### src/rtl/mt9v034_ctrl_seq.sv
// mt9v034_ctrl_seq
// Camera control sequencer for the MT9V034 sensor, running in the 24 MHz
// camera clock domain. It generates the sensor power-on reset and boot delay,
// issues a fixed-width exposure pulse on a trigger-button rise, then follows
// the resulting frame on FRAME_VALID and reports completion or timeout.
//
// Ports:
//   clk          24 MHz clock, the same clock forwarded to sensor SYSCLK
//   reset_n      asynchronous active-low reset
//   rst_req      debounced camera-reset button level (clk domain)
//   trig_req     debounced trigger button level (clk domain)
//   frame_valid  sensor FRAME_VALID, asynchronous, synchronized internally
//   cam_reset_n  sensor RESET_BAR
//   cam_exposure sensor EXPOSURE trigger
//   ready        high while idle and able to accept a trigger
//   busy         high from exposure start until frame end or timeout
//   frame_done   one-cycle pulse at frame end
//   timeout      one-cycle pulse when a frame does not finish in time
//   frame_count  completed frames since the last reset sequence (wraps)
module mt9v034_ctrl_seq #(
    parameter int unsigned RST_CYCLES     = 32'd32,
    parameter int unsigned BOOT_CYCLES    = 32'd2400,
    parameter int unsigned TRIG_CYCLES    = 32'd240,
    parameter int unsigned TIMEOUT_CYCLES = 32'd2400000
) (
    input  logic       clk,
    input  logic       reset_n,
    input  logic       rst_req,
    input  logic       trig_req,
    input  logic       frame_valid,
    output logic       cam_reset_n,
    output logic       cam_exposure,
    output logic       ready,
    output logic       busy,
    output logic       frame_done,
    output logic       timeout,
    output logic [7:0] frame_count
);

    // One shared phase counter counts up from zero; a phase ends on the edge
    // where the counter already holds its last value (length - 1).
    localparam logic [23:0] RST_LAST  = 24'(RST_CYCLES - 32'd1);
    localparam logic [23:0] BOOT_LAST = 24'(BOOT_CYCLES - 32'd1);
    localparam logic [23:0] TRIG_LAST = 24'(TRIG_CYCLES - 32'd1);
    localparam logic [23:0] TO_LAST   = 24'(TIMEOUT_CYCLES - 32'd1);

    typedef enum logic [2:0] {
        S_RESET_HOLD   = 3'd0,
        S_BOOT_WAIT    = 3'd1,
        S_IDLE         = 3'd2,
        S_TRIG         = 3'd3,
        S_WAIT_FV_RISE = 3'd4,
        S_WAIT_FV_FALL = 3'd5
    } state_t;

    state_t      state_r, state_nxt_s;
    logic [23:0] cnt_r, cnt_nxt_s;

    logic rst_prev_r, trig_prev_r, rst_edge_r, trig_edge_r;
    logic fv_meta_r, fv_sync_r, fv_prev_r, fv_rise_r, fv_fall_r;
    logic done_s, timeout_s;

    logic       cam_reset_n_r, cam_exposure_r, ready_r, busy_r;
    logic       frame_done_r, timeout_r;
    logic [7:0] frame_count_r;
    logic       cam_reset_n_s, cam_exposure_s, ready_s, busy_s;
    logic [7:0] frame_count_s;

    // Input conditioning: button edge registers and FRAME_VALID synchronizer.
    // Button history resets to 1 so a level held through reset is not an edge.
    always_ff @(posedge clk or negedge reset_n) begin
        if (!reset_n) begin
            rst_prev_r  <= 1'b1;
            trig_prev_r <= 1'b1;
            rst_edge_r  <= 1'b0;
            trig_edge_r <= 1'b0;
            fv_meta_r   <= 1'b0;
            fv_sync_r   <= 1'b0;
            fv_prev_r   <= 1'b0;
            fv_rise_r   <= 1'b0;
            fv_fall_r   <= 1'b0;
        end else begin
            rst_prev_r  <= rst_req;
            trig_prev_r <= trig_req;
            rst_edge_r  <= rst_req & ~rst_prev_r;
            trig_edge_r <= trig_req & ~trig_prev_r;
            fv_meta_r   <= frame_valid;
            fv_sync_r   <= fv_meta_r;
            fv_prev_r   <= fv_sync_r;
            fv_rise_r   <= fv_sync_r & ~fv_prev_r;
            fv_fall_r   <= ~fv_sync_r & fv_prev_r;
        end
    end

    // State and phase counter register.
    always_ff @(posedge clk or negedge reset_n) begin
        if (!reset_n) begin
            state_r <= S_RESET_HOLD;
            cnt_r   <= 24'd0;
        end else begin
            state_r <= state_nxt_s;
            cnt_r   <= cnt_nxt_s;
        end
    end

    // Next-state logic; a camera-reset request overrides every state and
    // suppresses any completion or timeout decided in the same cycle.
    always_comb begin
        state_nxt_s = state_r;
        cnt_nxt_s   = cnt_r + 24'd1;
        done_s      = 1'b0;
        timeout_s   = 1'b0;
        if (rst_edge_r) begin
            state_nxt_s = S_RESET_HOLD;
            cnt_nxt_s   = 24'd0;
        end else begin
            case (state_r)
                S_RESET_HOLD: begin
                    if (cnt_r == RST_LAST) begin
                        state_nxt_s = S_BOOT_WAIT;
                        cnt_nxt_s   = 24'd0;
                    end else begin
                        state_nxt_s = S_RESET_HOLD;
                    end
                end
                S_BOOT_WAIT: begin
                    if (cnt_r == BOOT_LAST) begin
                        state_nxt_s = S_IDLE;
                        cnt_nxt_s   = 24'd0;
                    end else begin
                        state_nxt_s = S_BOOT_WAIT;
                    end
                end
                S_IDLE: begin
                    cnt_nxt_s = 24'd0;
                    if (trig_edge_r) begin
                        state_nxt_s = S_TRIG;
                    end else begin
                        state_nxt_s = S_IDLE;
                    end
                end
                S_TRIG: begin
                    if (cnt_r == TRIG_LAST) begin
                        state_nxt_s = S_WAIT_FV_RISE;
                        cnt_nxt_s   = 24'd0;
                    end else begin
                        state_nxt_s = S_TRIG;
                    end
                end
                S_WAIT_FV_RISE: begin
                    // Counter keeps running into WAIT_FV_FALL: one budget per frame.
                    if (cnt_r == TO_LAST) begin
                        timeout_s   = 1'b1;
                        state_nxt_s = S_IDLE;
                        cnt_nxt_s   = 24'd0;
                    end else if (fv_rise_r) begin
                        state_nxt_s = S_WAIT_FV_FALL;
                    end else begin
                        state_nxt_s = S_WAIT_FV_RISE;
                    end
                end
                S_WAIT_FV_FALL: begin
                    // Frame end beats a timeout landing on the same cycle.
                    if (fv_fall_r) begin
                        done_s      = 1'b1;
                        state_nxt_s = S_IDLE;
                        cnt_nxt_s   = 24'd0;
                    end else if (cnt_r == TO_LAST) begin
                        timeout_s   = 1'b1;
                        state_nxt_s = S_IDLE;
                        cnt_nxt_s   = 24'd0;
                    end else begin
                        state_nxt_s = S_WAIT_FV_FALL;
                    end
                end
                default: begin
                    state_nxt_s = S_RESET_HOLD;
                    cnt_nxt_s   = 24'd0;
                end
            endcase
        end
    end

    // Output decode from the next state so the registered pins line up with it.
    always_comb begin
        cam_reset_n_s  = (state_nxt_s != S_RESET_HOLD);
        cam_exposure_s = (state_nxt_s == S_TRIG);
        ready_s        = (state_nxt_s == S_IDLE);
        busy_s         = (state_nxt_s == S_TRIG) || (state_nxt_s == S_WAIT_FV_RISE) ||
                         (state_nxt_s == S_WAIT_FV_FALL);
        frame_count_s  = frame_count_r;
        if (rst_edge_r) begin
            frame_count_s = 8'd0;
        end else if (done_s) begin
            frame_count_s = frame_count_r + 8'd1;
        end else begin
            frame_count_s = frame_count_r;
        end
    end

    // Output register: every pin leaves the block straight from a flop.
    always_ff @(posedge clk or negedge reset_n) begin
        if (!reset_n) begin
            cam_reset_n_r  <= 1'b0;
            cam_exposure_r <= 1'b0;
            ready_r        <= 1'b0;
            busy_r         <= 1'b0;
            frame_done_r   <= 1'b0;
            timeout_r      <= 1'b0;
            frame_count_r  <= 8'd0;
        end else begin
            cam_reset_n_r  <= cam_reset_n_s;
            cam_exposure_r <= cam_exposure_s;
            ready_r        <= ready_s;
            busy_r         <= busy_s;
            frame_done_r   <= done_s;
            timeout_r      <= timeout_s;
            frame_count_r  <= frame_count_s;
        end
    end

    assign cam_reset_n  = cam_reset_n_r;
    assign cam_exposure = cam_exposure_r;
    assign ready        = ready_r;
    assign busy         = busy_r;
    assign frame_done   = frame_done_r;
    assign timeout      = timeout_r;
    assign frame_count  = frame_count_r;

endmodule

### config.mk
export PLATFORM = sky130hd
export DESIGN_NAME = mt9v034_ctrl_seq
export DESIGN_NICKNAME = d
export VERILOG_FILES = /design/src/rtl/mt9v034_ctrl_seq.sv
export SDC_FILE = /design/constraint.sdc
export NUM_CORES = 1
export LEC_CHECK = 0
export BUFFER_PORTS_ARGS = -buffer_cell sky130_fd_sc_hd__buf_2
export CAP_MARGIN = 25
export CORE_MARGIN = 10
export CORE_UTILIZATION = 58
export CTS_BUF_LIST = sky130_fd_sc_hd__clkbuf_8
export CTS_CLUSTER_DIAMETER = 150
export DETAILED_ROUTE_END_ITERATION = 6
export PLACE_DENSITY = 0.85
export SLEW_MARGIN = 15
export SYNTH_ARGS = -nofsm -noshare
export SYNTH_HDL_FRONTEND = slang
export SYNTH_SLANG_ARGS = --single-unit
### constraint.sdc
create_clock -name clk -period 3.2 [get_ports clk]
set_input_delay 0.32 -clock clk [delete_from_list [all_inputs] [get_ports clk]]
set_output_delay 0.32 -clock clk [all_outputs]
set_load 0.02 [all_outputs]
* After elaboration in Yosys (flattened, before gate mapping)
Cells that the tools add are included.
Cells by class: mux-type cells 26, add/sub/neg operators 2, reduce and logical (&&, ||, !) cells 5, bitwise operators 8, $mul 0, eq/ne operators 13, shift-type cells 0, $lt $le $gt $ge 0, divide/modulo/power cells 0
Operators by type and width (count):
- $mux W24 | 6
- $pmux W24 S5 | 1
- $add A24 B1 Y24 const B | 1
- $eq A24 B12 Y1 const B | 1
- $eq A24 B22 Y1 const B | 1
- $eq A24 B5 Y1 const B | 1
- $eq A24 B8 Y1 const B | 1
- $pmux W3 S6 | 1
- $mux W8 | 2
- $mux W3 | 5
- $eq A3 B2 Y1 const B | 4
- $eq A3 B3 Y1 const B | 4
- $mux W1 | 9
- $add A8 B1 Y8 const B | 1
- $and A1 B1 Y1 | 4
- $not A1 Y1 | 4
- $eq A3 B1 Y1 const B | 1
- $logic_not A3 Y1 | 1
- $reduce_bool A3 Y1 | 1
- $logic_or A1 B1 Y1 | 2
- $mux W2 | 1
- $pmux W1 S2 | 1
- $reduce_bool A2 Y1 | 1
Storage, ports and cells: output and inout bits 14, RAM bits 0, register bits after elaboration 50, memories 0, bits in latches 0, logic and storage cells 72, bits in read-only memories 0, input bits 5

* Longest topological paths before layout
Gate-level depths: netlist of the first run.
depth after elaboration 8, mapped depth 8, mapped depth without buffers 7

* Worst setup path before layout of the first run
OpenSTA, ideal clock, no wires.
path type reg-to-reg, start point reg cnt_r[12], end point reg cnt_r[15], buffers on the path 1, data required time 3.081 ns, clock period less this slack 2.329 ns, cell stages (with the launch flop) 8, setup slack 0.871 ns, setup time 0.119 ns, arrival 2.210 ns, path through dfrtp_1 > or4_4 > or4_4 > o2111a_1 > a41oi_2 > a311o_2 > buf_6 > nor2_1
On the way: cells in the longest elaborated chain, start to end 5, elaborated cells between the ends (all ways) 12, classes of those cells add/sub (1); eq/ne (4); mux (7)
Ends and longest elaborated chain:
- start: declaration | line 57 | logic [23:0] cnt_r, cnt_nxt_s;
- start signal: assignment | line 102 | cnt_r <= cnt_nxt_s;
- $add A24 B1 Y24 / $eq A24 B22 Y1 (equally long branches) | line 110, 152, 168
- $mux W24 | line 152, 168
- $mux W24 | line 164 | if (fv_fall_r) begin
- $pmux W24 S5 * | line 117 | case (state_r)
- $mux W24 * | line 113 | if (rst_edge_r) begin
- named net cnt_nxt_s[15] | line 57
The timed path passes the listed nets; every way through them passes the cells marked *. A chain may end at the register's enable or synchronous reset.

* Worst setup path in the final report of the first run
start point reg cnt_r[0], end point reg cnt_r[20]
Same word-level chain as after synthesis.

==> results.yml, run 1 <==
status:
  status: "completed"
timing:
  slew_viol_final: 0
  fin_worst_skew_ns: 0.00587
  fin_crit_sh_pct: 83.0
  min_period_ns: 2.66
  clock.fmax_mhz: 376
  slew_headroom_pct: 53.3
  hold_viol: 0
  tightest_slew_ns: 0.695
  finalSetupViolations: 0
  tns_ns: 0
  holdWs_ns: 0.116
  rsz0062_at_grt: "false"
synth:
  synth_top_area_share_pct: 51.3
  synthesis.area_per_instance_sq_um: 10.0
  syn_nets: 240
  yosysSeqAreaShare_pct: 53.6
  ys_top_cells_by_count: "dfrtp_1 (48), nor2_1 (46), nand2_1 (16), xor2_1 (16)"
  async_flop_share_pct: 100
  synth_most_common_cell: "dfrtp_1"
  synth.distinct_cells: 36
  ys_ff_latch: 50
  syn-cell-area_sq_um: 2340
  synth_area_leaders: "dfrtp_1 (51%), nor2_1 (7.4%), xor2_1 (6.0%)"
  yosysTopAreaCell: "dfrtp_1"
  ys_warn_count: 0
  synth_ff_type: "dfrtp_1"
  synth_edf_count: 0
  synthCells: 233
finish:
  syn2layout_area_growth_pct: 12.1
  drive_gt1_share_pct: 14.2
  final_nets: 260
  nFillCells: 309
  n_antenna_cell: 0
  regArea_sq_um: 1250
  multiInputGateArea_sq_um: 1020
placement:
  gp_congestion: 0.853
  io_buffer_count: 18
  hpwl_mm: 3.24
pwr:
  peakVddDrop_mv: 0.306
  p_per_area_nw_per_um2: 491
  leakage_nw: 1.19
die:
  core_sq_um: 3940
  initial_core_util_pct: 59.3
  die_h_um: 83.5
  dieArea_sq_um: 6970
  fp.dieW_um: 83.5
  io_pins: 19
  num_rows: 23
clock_tree:
  post_cts_buffers: 0
  clk_pin_slew_ns: 0.08
  cts_tree: "done"
  cts_made_buffers: 5
  clockBufferDepth: 2
  clock_latency_ns: 0.30
  htreeDepth: 2
  root_buffer: "clkbuf_8"
  numClockSinks: 50
drt:
  routed_wl_mm: 4.50
  met1_length_mm: 1.88
  first_pass_iters: 4
  drcViolationCount: 0
  num_vias: 1730
  drtIter0Drc: 149
  top_layer: "met4"
  wl_met3_um: 295
  dr_wl_met2_mm: 2.24
  routedWlPerCell_um: 14.8
  drtAntennaViolNets: 0
  viasPerCell: 5.69
worst_setup_path:
  cp.required_ns: 3.37
  slowest_delay_ns: 0.53
  r2r_start: "cnt_r[0]$_DFF_PN0_"
  setup.worst_path.class: "flop to flop"
  worstSetupStartpointType: "flop"
  worstPathArrival_ns: 2.83
  crit_chain: "ha_1, nand3_1, or4_4, o2111a_1, a41oi_2, a311o_2, nor2_1"
  critical_path.endpoint_type: "flop"
  critPathSlowestCell: "or4_4"
  crit_path_start: "cnt_r[0]$_DFF_PN0_"
  crit_fanout: 24
hold_path:
  holdCritPathClass: "input pin to flop"
  min_from: "trig_req"
flow_run:
  maxCapViolCount: 0
grt:
  grt_max_degree: 30
  antenna_found_initial: 0
  grt_pass1_wl_mm: 7.78
  grt.total_usage_pct: 13.3
  grt_pass1_vias: 1708
  grt_overflow: 0
## stage by stage
stage | cells | power (mW) | utilization (%) | worst slack, ns | instance area, sq um
after global routing | 304 | 1.34 | 66.6 | 0.369 | 2620
after global placement | 294 | 0.755 | 62.2 | 0.647 | 2450
after detailed placement | 295 | 0.766 | 62.7 | 0.564 | 2470
after floorplan | 233 | 0.733 | - | 0.871 | 2340
after CTS | 304 | 1.30 | 66.6 | 0.552 | 2620
final | 304 | 1.29 | 66.6 | 0.543 | 2620
## final timing paths
path | cells past startpoint | end | slack (ns)
max | 7 | cnt_r[20]$_DFF_PN0_ | 0.54
min | 1 | trig_prev_r$_DFF_PN1_ | 0.12
max reg2reg | 7 | cnt_r[20]$_DFF_PN0_ | 0.54
min reg2reg | 0 | fv_sync_r$_DFF_PN0_ | 0.35
max in group asynchronous | 3 | trig_prev_r$_DFF_PN1_ | 2.09
min in group asynchronous | 2 | ready$_DFF_PN0_ | 0.52
## layout make-up
type | instances | share of cell area, %
clock inverters | 2 | 2.29
flip-flops and latches | 50 | 47.8
clock buffers | 6 | 3.15
repair buffers | 20 | 4.58
inverters | 6 | 0.858
well taps | 50 | 2.38
multi-input cells | 170 | 39.0
## kinds of logic (layout without fill, tap and decap cells)
family                   count (synthesis)  in the layout  share of synthesized area [%]
adder cells (fa/ha/maj)                  2              2                           1.07
XOR/XNOR                                29             29                           10.9
AND/OR/NAND/NOR                        125            125                           26.7
AO/OA/AOI/OAI                           14             14                           5.03
buffers and inverters                   13             34                           2.73
flip-flops                              50             50                           53.6
## what timing repair did
action | 4_1_cts | 5_1_grt
hold endpoints to repair | 21 | 0
hold buffers | 1 | 0
gates resized for setup | 0 | 0
## cells in the final DEF, fill, tap and decap left out, drive strengths merged, types with 2 or more instances in the layout
cell,Yosys,final
buf,2,19
a31oi,2,2
nor4,4,4
xnor2,13,13
and4,3,3
xor2,16,16
nand2,16,16
clkbuf,5,6
nor2,46,46
or4,2,2
and3,6,6
and2,2,2
a21oi,3,3
nor2b,7,7
inv,6,6
dfrtp,48,48
ha,2,2
bufinv,0,2
dfstp,2,2
nand3,13,13
nand4,12,12
nor3,9,9
## state kept, by name (all words and copies together), names as in the netlist
signal / count
cam_reset_n: 1
fv_fall_r: 1
ready: 1
frame_done: 1
timeout: 1
rst_edge_r: 1
trig_prev_r: 1
frame_count: 8
fv_rise_r: 1
rst_prev_r: 1
cam_exposure: 1
trig_edge_r: 1
cnt_r: 24
fv_sync_r: 1
fv_meta_r: 1
busy: 1
fv_prev_r: 1
state_r: 3
## metal layers
| metal | vias up | GRT usage (%) |
|---|---|---|
| met5 | - | 0 |
| met4 | 0 | 5.78 |
| met3 | 9 | 4.30 |
| met2 | 53 | 21.3 |
| met1 | 829 | 15.9 |
| li1 | 839 | - |
## where the power goes
group / internal, mW / switching (mW)
Clock: 0.333 / 0.201
Combinational: 0.0287 / 0.0422
Sequential: 0.656 / 0.0273
## critical path: cells and delay by family (launching register included)
family,cells,cell delay (ns)
AO/OA/AOI/OAI,3,0.99
flip-flops,1,0.41
AND/OR/NAND/NOR,3,0.82
adder cells (fa/ha/maj),1,0.30
Note: power is estimated with default switching activity, not from simulation.
==> inputs of run 2 (changes only) <==
clock period = 2.65 ns   (was 3.2 ns; I/O delays follow)
==> run 2 against run 1 <==
Sequential power is 20% higher. Worst hold slack got worse by 0.057 ns. Clock skew increased by 0.0019 ns. Critical path depth is the same. Non-clock buffer count up 6. Worst setup slack worse by 0.37 ns. Utilization grew 1.5 points. Maximum frequency up 7.4%. Register-to-register slack got worse by 0.37 ns. Flip-flop and latch count did not move. Via count down 0.52%.
==> results.yml, run 2 (synthesis gave the netlist of run 1 again) <==
status:
  status: "completed"
worst_setup_path:
  critPathSlowestCell: "or4_4"
  cp.required_ns: 2.84
  worstSetupStartpointType: "flop"
  cp.buffers_inverters: 1
  cp_num_cells: 7
  crit_fanout: 24
  crit_chain: "or4_4, or4_4, o2111a_1, a41oi_2, a311o_2, buf_12, nor2_1"
  critical_path.endpoint_type: "flop"
  crit_family: "simple AND/OR/NAND/NOR gates"
  setup.worst_path.class: "flop to flop"
  crit_path_start: "cnt_r[12]$_DFF_PN0_"
  worstPathArrival_ns: 2.66
  r2r_cells: 7
  path_common_cell: "or4_4"
  r2r_start: "cnt_r[12]$_DFF_PN0_"
  slowest_delay_ns: 0.55
finish:
  largest_register_ffs: 24
  multiInputGateArea_sq_um: 1020
  final_nets: 266
  mostFrequentLayoutCells: "dfrtp_1 (48), nor2_1 (46), buf_2 (18)"
  n_antenna_cell: 0
  mostFrequentLayoutCell: "dfrtp_1"
  nFillCells: 291
  regMostFlops: "cnt_r"
  drive_gt1_share_pct: 16.2
  regArea_sq_um: 1250
  syn2layout_area_growth_pct: 14.6
pwr:
  leakage_nw: 1.22
  p_total_mw: 1.56
  power.internal_mw: 1.23
  clkPwrFrac_pct: 41.6
  p_per_area_nw_per_um2: 581
  switchingPower_mw: 0.325
  power_frac_comb_pct: 5.7
  p_seq_share_pct: 52.8
  peakVddDrop_mv: 0.363
  swShare_pct: 20.8
drt:
  routedWlPerCell_um: 14.1
  drcViolationCount: 0
  routed_wl_mm: 4.38
  first_pass_iters: 4
  num_vias: 1721
  viasPerCell: 5.55
  drtAntennaViolNets: 0
  drtIter0Drc: 73
timing:
  clock.fmax_mhz: 404
  slew_headroom_pct: 62.1
  fin_crit_sh_pct: 93.4
  hold_viol: 0
  tightest_slew_ns: 0.569
  fin_worst_skew_ns: 0.00773
  finalSetupViolations: 0
  tns_ns: 0
  min_period_ns: 2.47
  slew_viol_final: 0
  rsz0062_at_grt: "false"
clock_tree:
  clockBufferDepth: 2
  cts_tree: "done"
  htreeDepth: 2
  cts_made_buffers: 5
  clk_pin_slew_ns: 0.09
  clock_latency_ns: 0.30
  post_cts_buffers: 0
  root_buffer: "clkbuf_8"
  numClockSinks: 50
die:
  io_pins: 19
  num_rows: 23
  core_sq_um: 3940
  fp.dieW_um: 83.5
  initial_core_util_pct: 59.3
  die_h_um: 83.5
  dieArea_sq_um: 6970
placement:
  hpwl_mm: 3.15
  io_buffer_count: 18
  gp_congestion: 0.866
grt:
  grt_max_degree: 27
  antenna_found_initial: 0
  grt_pass1_vias: 1642
  grt_overflow: 0
  grt_pass1_wl_mm: 7.58
  grt.total_usage_pct: 12.9
hold_path:
  min_from: "rst_req"
  hold_path_depth: 1
  holdCritPathClass: "input pin to flop"
flow_run:
  maxCapViolCount: 0
-- run 2: changes by cell type in the layout (fill, tap and decap cells not counted), sizes merged --
cell / before / now
buf: 19 / 25
-- run 2: worst paths after layout --
path	to	slack, ns
min in group asynchronous	timeout$_DFF_PN0_	0.48
max in group asynchronous	cnt_r[22]$_DFF_PN0_	1.64
min reg2reg	fv_sync_r$_DFF_PN0_	0.36
max	cnt_r[19]$_DFF_PN0_	0.18
max reg2reg	cnt_r[19]$_DFF_PN0_	0.18
min	rst_prev_r$_DFF_PN1_	0.06
-- run 2: per-layer routing --
| metal | global-route usage (%) | wire length, um |
|---|---|---|
| met1 | 15.4 | 1950 |
| met2 | 21.6 | 2220 |
| met3 | 3.81 | 187 |
| met4 | 4.41 | 21 |
| met5 | 0 | 0 |
-- run 2: what timing repair did --
item,4_1_cts,5_1_grt
endpoints found under the hold margin,23,0
hold buffers,1,0
endpoints found under the setup margin,0,0
resized for setup,0,0
-- run 2: cell type report --
cell class	count	share of cell area (%)
clock buffer	6	3.08
clock inverter	2	2.24
sequential	50	46.8
tap	50	2.33
timing repair buffer	26	6.63
multi-input combinational	170	38.1
inverter	6	0.840
-- run 2: through the flow --
step,hold slack [ns],utilization [%],instance area [sq um],instances,setup slack [ns]
detailed placement,0.291,64.1,2530,301,0.222
finish,0.0583,68.0,2680,310,0.176
CTS,0.0511,68.0,2680,310,0.180
global placement,0.337,63.6,2510,300,0.278
global route,0.0434,68.0,2680,310,0.108
floorplan,-0.0306,-,2340,233,0.321
-- run 2: power by group through the flow --
| stage | combinational, mW | sequential [mW] | clock (mW) |
|---|---|---|---|
| floorplan | 0.0561 | 0.829 | 0 |
| global placement | 0.0840 | 0.836 | 0 |
| detailed placement | 0.0891 | 0.837 | 0 |
| CTS | 0.0908 | 0.822 | 0.660 |
| global route | 0.101 | 0.828 | 0.692 |
| finish | 0.0888 | 0.822 | 0.648 |
==> inputs of run 3 (changes only) <==
ABC_AREA = 1   (was unset)
PLACE_DENSITY = 0.84   (was 0.85)
SLEW_MARGIN = 0   (was 15)
==> run 3 against run 2 <==
Routed wire length grew 24%. Clock-buffer cell count shrank 1. Worst hold slack lost 0.012 ns. First-iteration DRC count grew to 2.8 times the previous value. Largest cell class unchanged. Area after synthesis grew 11%. Largest power group unchanged. Design area grew 6.1%. Critical path type unchanged. Register-to-register slack gained 0.56 ns. Sequential power shrank 0.7%. Via count grew 28%. Critical path depth shrank 2. Clock power shrank 17%.
==> results.yml, run 3 <==
status:
  status: "completed"
timing:
  fin_crit_sh_pct: 72.2
  clock.fmax_mhz: 523
  hold_viol: 0
  tns_ns: 0
  fin_worst_skew_ns: 0.0184
  slew_viol_final: 0
  min_period_ns: 1.91
  rsz0062_at_grt: "false"
  slew_headroom_pct: 42.7
  finalSetupViolations: 0
  tightest_slew_ns: 0.857
  finalWorstSetupSlack_ns: 0.737
clock_tree:
  post_cts_buffers: 0
  cts_resized: 0
  root_buffer: "clkbuf_8"
  cts_made_buffers: 5
  clk_pin_slew_ns: 0.10
  htreeDepth: 2
  cts_hold_buf: 0
  numClockSinks: 50
  clock_latency_ns: 0.32
  clockBufferDepth: 2
  cts_tree: "done"
synth:
  synth_top_family_by_area: "simple AND/OR/NAND/NOR gates"
  synth_fa_ha_area_share_pct: 0.966
  ys_ff_latch: 50
  yosysSeqAreaShare_pct: 48.4
  yosysTopAreaCell: "dfrtp_1"
  synth_top_area_share_pct: 46.4
  synthesis.area_per_instance_sq_um: 7.60
  synth.distinct_cells: 31
  synth_edf_count: 0
  synth-xor-area-share_pct: 2.37
  ys_top_cells_by_count: "nand2_1 (74), nor2_1 (74), dfrtp_1 (48)"
  ys_warn_count: 0
  async_flop_share_pct: 100
  syn_nets: 348
  muxShareOfSynthArea_pct: 0
  synth_compound_area_share_pct: 5.80
  synth-simple-area-share_pct: 34.4
  synth_area_leaders: "dfrtp_1 (46%), nand2_1 (11%), nor2_1 (11%)"
  synthCells: 341
  synth_ff_type: "dfrtp_1"
  syn-cell-area_sq_um: 2590
grt:
  grt.total_usage_pct: 15.1
  grt_pass1_wl_mm: 9.31
  grt_overflow: 0
  met1_usage_pct: 18.8
  grt_max_degree: 51
  grt-busiest-layer: "met2"
  antenna_found_initial: 0
  grt_use_met2_pct: 24.4
  gr-usage-met3_pct: 3.47
  grt_pass1_vias: 2118
worst_setup_path:
  cp.required_ns: 2.87
  critical_path.endpoint_type: "flop"
  worstSetupStartpointType: "flop"
  setup.worst_path.class: "flop to flop"
  crit_chain: "a21oi_1, inv_1, nor2_1, o21ai_0, nor3_1"
  critPathSlowestCell: "nor2_1"
  crit_fanout: 11
  slowest_delay_ns: 0.65
  worstPathArrival_ns: 2.14
die:
  initial_core_util_pct: 59.5
  die_h_um: 86.8
  dieArea_sq_um: 7540
  fp.dieW_um: 86.8
  num_rows: 24
  core_sq_um: 4350
  io_pins: 19
finish:
  drive_gt1_share_pct: 12.3
  mostFrequentLayoutCells: "nor2_1 (74), nand2_1 (74), inv_1 (48), dfrtp_1 (48), buf_2 (18)"
  regMostFlops: "cnt_r"
  regArea_sq_um: 1250
  nFillCells: 394
  largest_register_ffs: 24
  multiInputGateArea_sq_um: 1130
  layout.cells.non_filler: 417
  final_cell_area_sq_um: 2840
  n_antenna_cell: 0
  syn2layout_area_growth_pct: 9.81
  final_nets: 371
placement:
  placed_area_sq_um: 2730
  hpwl_mm: 4.14
  gp_congestion: 0.981
  io_buffer_count: 18
  pre_cts_ws_ns: 0.786
  place_inst: 409
drt:
  drcViolationCount: 0
  num_vias: 2204
  first_pass_iters: 5
  routedWlPerCell_um: 13.0
  drtIter0Drc: 208
  routed_wl_mm: 5.42
  drtAntennaViolNets: 0
  viasPerCell: 5.29
pwr:
  p_per_area_nw_per_um2: 507
  leakage_nw: 1.49
  peakVddDrop_mv: 0.310
hold_path:
  holdCritPathClass: "input pin to asynchronous set/reset pin"
flow_run:
  maxCapViolCount: 0
[run 3: changes by cell type after synthesis, sizes merged, moves of 4 or more]
cell / delta
a21oi: +6
and3: -6
clkbuf: -4
inv: +44
nand2: +63
nand3: +4
nand4: -4
nor2: +33
nor2b: -7
nor3: +9
o21ai: +10
xnor2: -11
xor2: -11
[run 3: where the power goes]
part	internal [mW]	leakage [nW]	switching, mW	total, mW
clock network	0.280	0.0595	0.258	0.538
logic	0.0313	0.754	0.0573	0.0887
registers	0.793	0.675	0.0234	0.816
[run 3: layout make-up]
| class | instances | area share, % |
|---|---|---|
| multi-input cells | 238 | 39.7 |
| clock buffers | 5 | 2.42 |
| inverters | 50 | 6.60 |
| flip-flops and latches | 50 | 44.1 |
| repair buffers | 19 | 3.43 |
| well taps | 52 | 2.29 |
| clock inverters | 3 | 1.50 |
[run 3: through the flow]
stage	power, mW	hold WS (ns)	util (%)
final	1.44	0.0461	65.3
after global routing	1.49	0.0546	65.3
after CTS	1.46	0.0473	65.3
after detailed placement	0.920	0.346	62.8
after global placement	0.916	0.338	62.8
after floorplan	0.886	-0.0306	-
[run 3: final timing paths]
path	slack [ns]	from	cells past startpoint	to
max	0.74	state_r[1]$_DFF_PN0_	5	cnt_r[13]$_DFF_PN0_
max reg2reg	0.74	state_r[1]$_DFF_PN0_	5	cnt_r[13]$_DFF_PN0_
min	0.05	reset_n	2	frame_count[1]$_DFFE_PN0P_
max in group asynchronous	2.18	reset_n	2	cnt_r[21]$_DFF_PN0_
min in group clk	0.06	trig_req	1	trig_prev_r$_DFF_PN1_
min reg2reg	0.36	fv_meta_r$_DFF_PN0_	0	fv_sync_r$_DFF_PN0_
[run 3: worst max-delay path: cells and delay by family, from the launching register on]
| family | cells | cell delay (ns) |
|---|---|---|
| AND/OR/NAND/NOR | 2 | 0.89 |
| AO/OA/AOI/OAI | 2 | 0.43 |
| flip-flops | 1 | 0.46 |
| buffers and inverters | 1 | 0.05 |
[run 3: per-layer routing]
metal | vias to the layer above | part of all wire [%] | wire, um
met5 | - | 0 | 0
met4 | 0 | 1.9 | 104
met3 | 12 | 7.1 | 383
met2 | 64 | 47 | 2550
met1 | 1011 | 44 | 2380
li1 | 1117 | - | -
[run 3: logic make-up (layout without fill, tap and decap cells)]
| family | count (synthesis) | count (layout) |
|---|---|---|
| AND/OR/NAND/NOR | 203 | 203 |
| buffers and inverters | 53 | 77 |
| flip-flops | 50 | 50 |
| AO/OA/AOI/OAI | 26 | 26 |
| XOR/XNOR | 7 | 7 |
| adder cells (fa/ha/maj) | 2 | 2 |
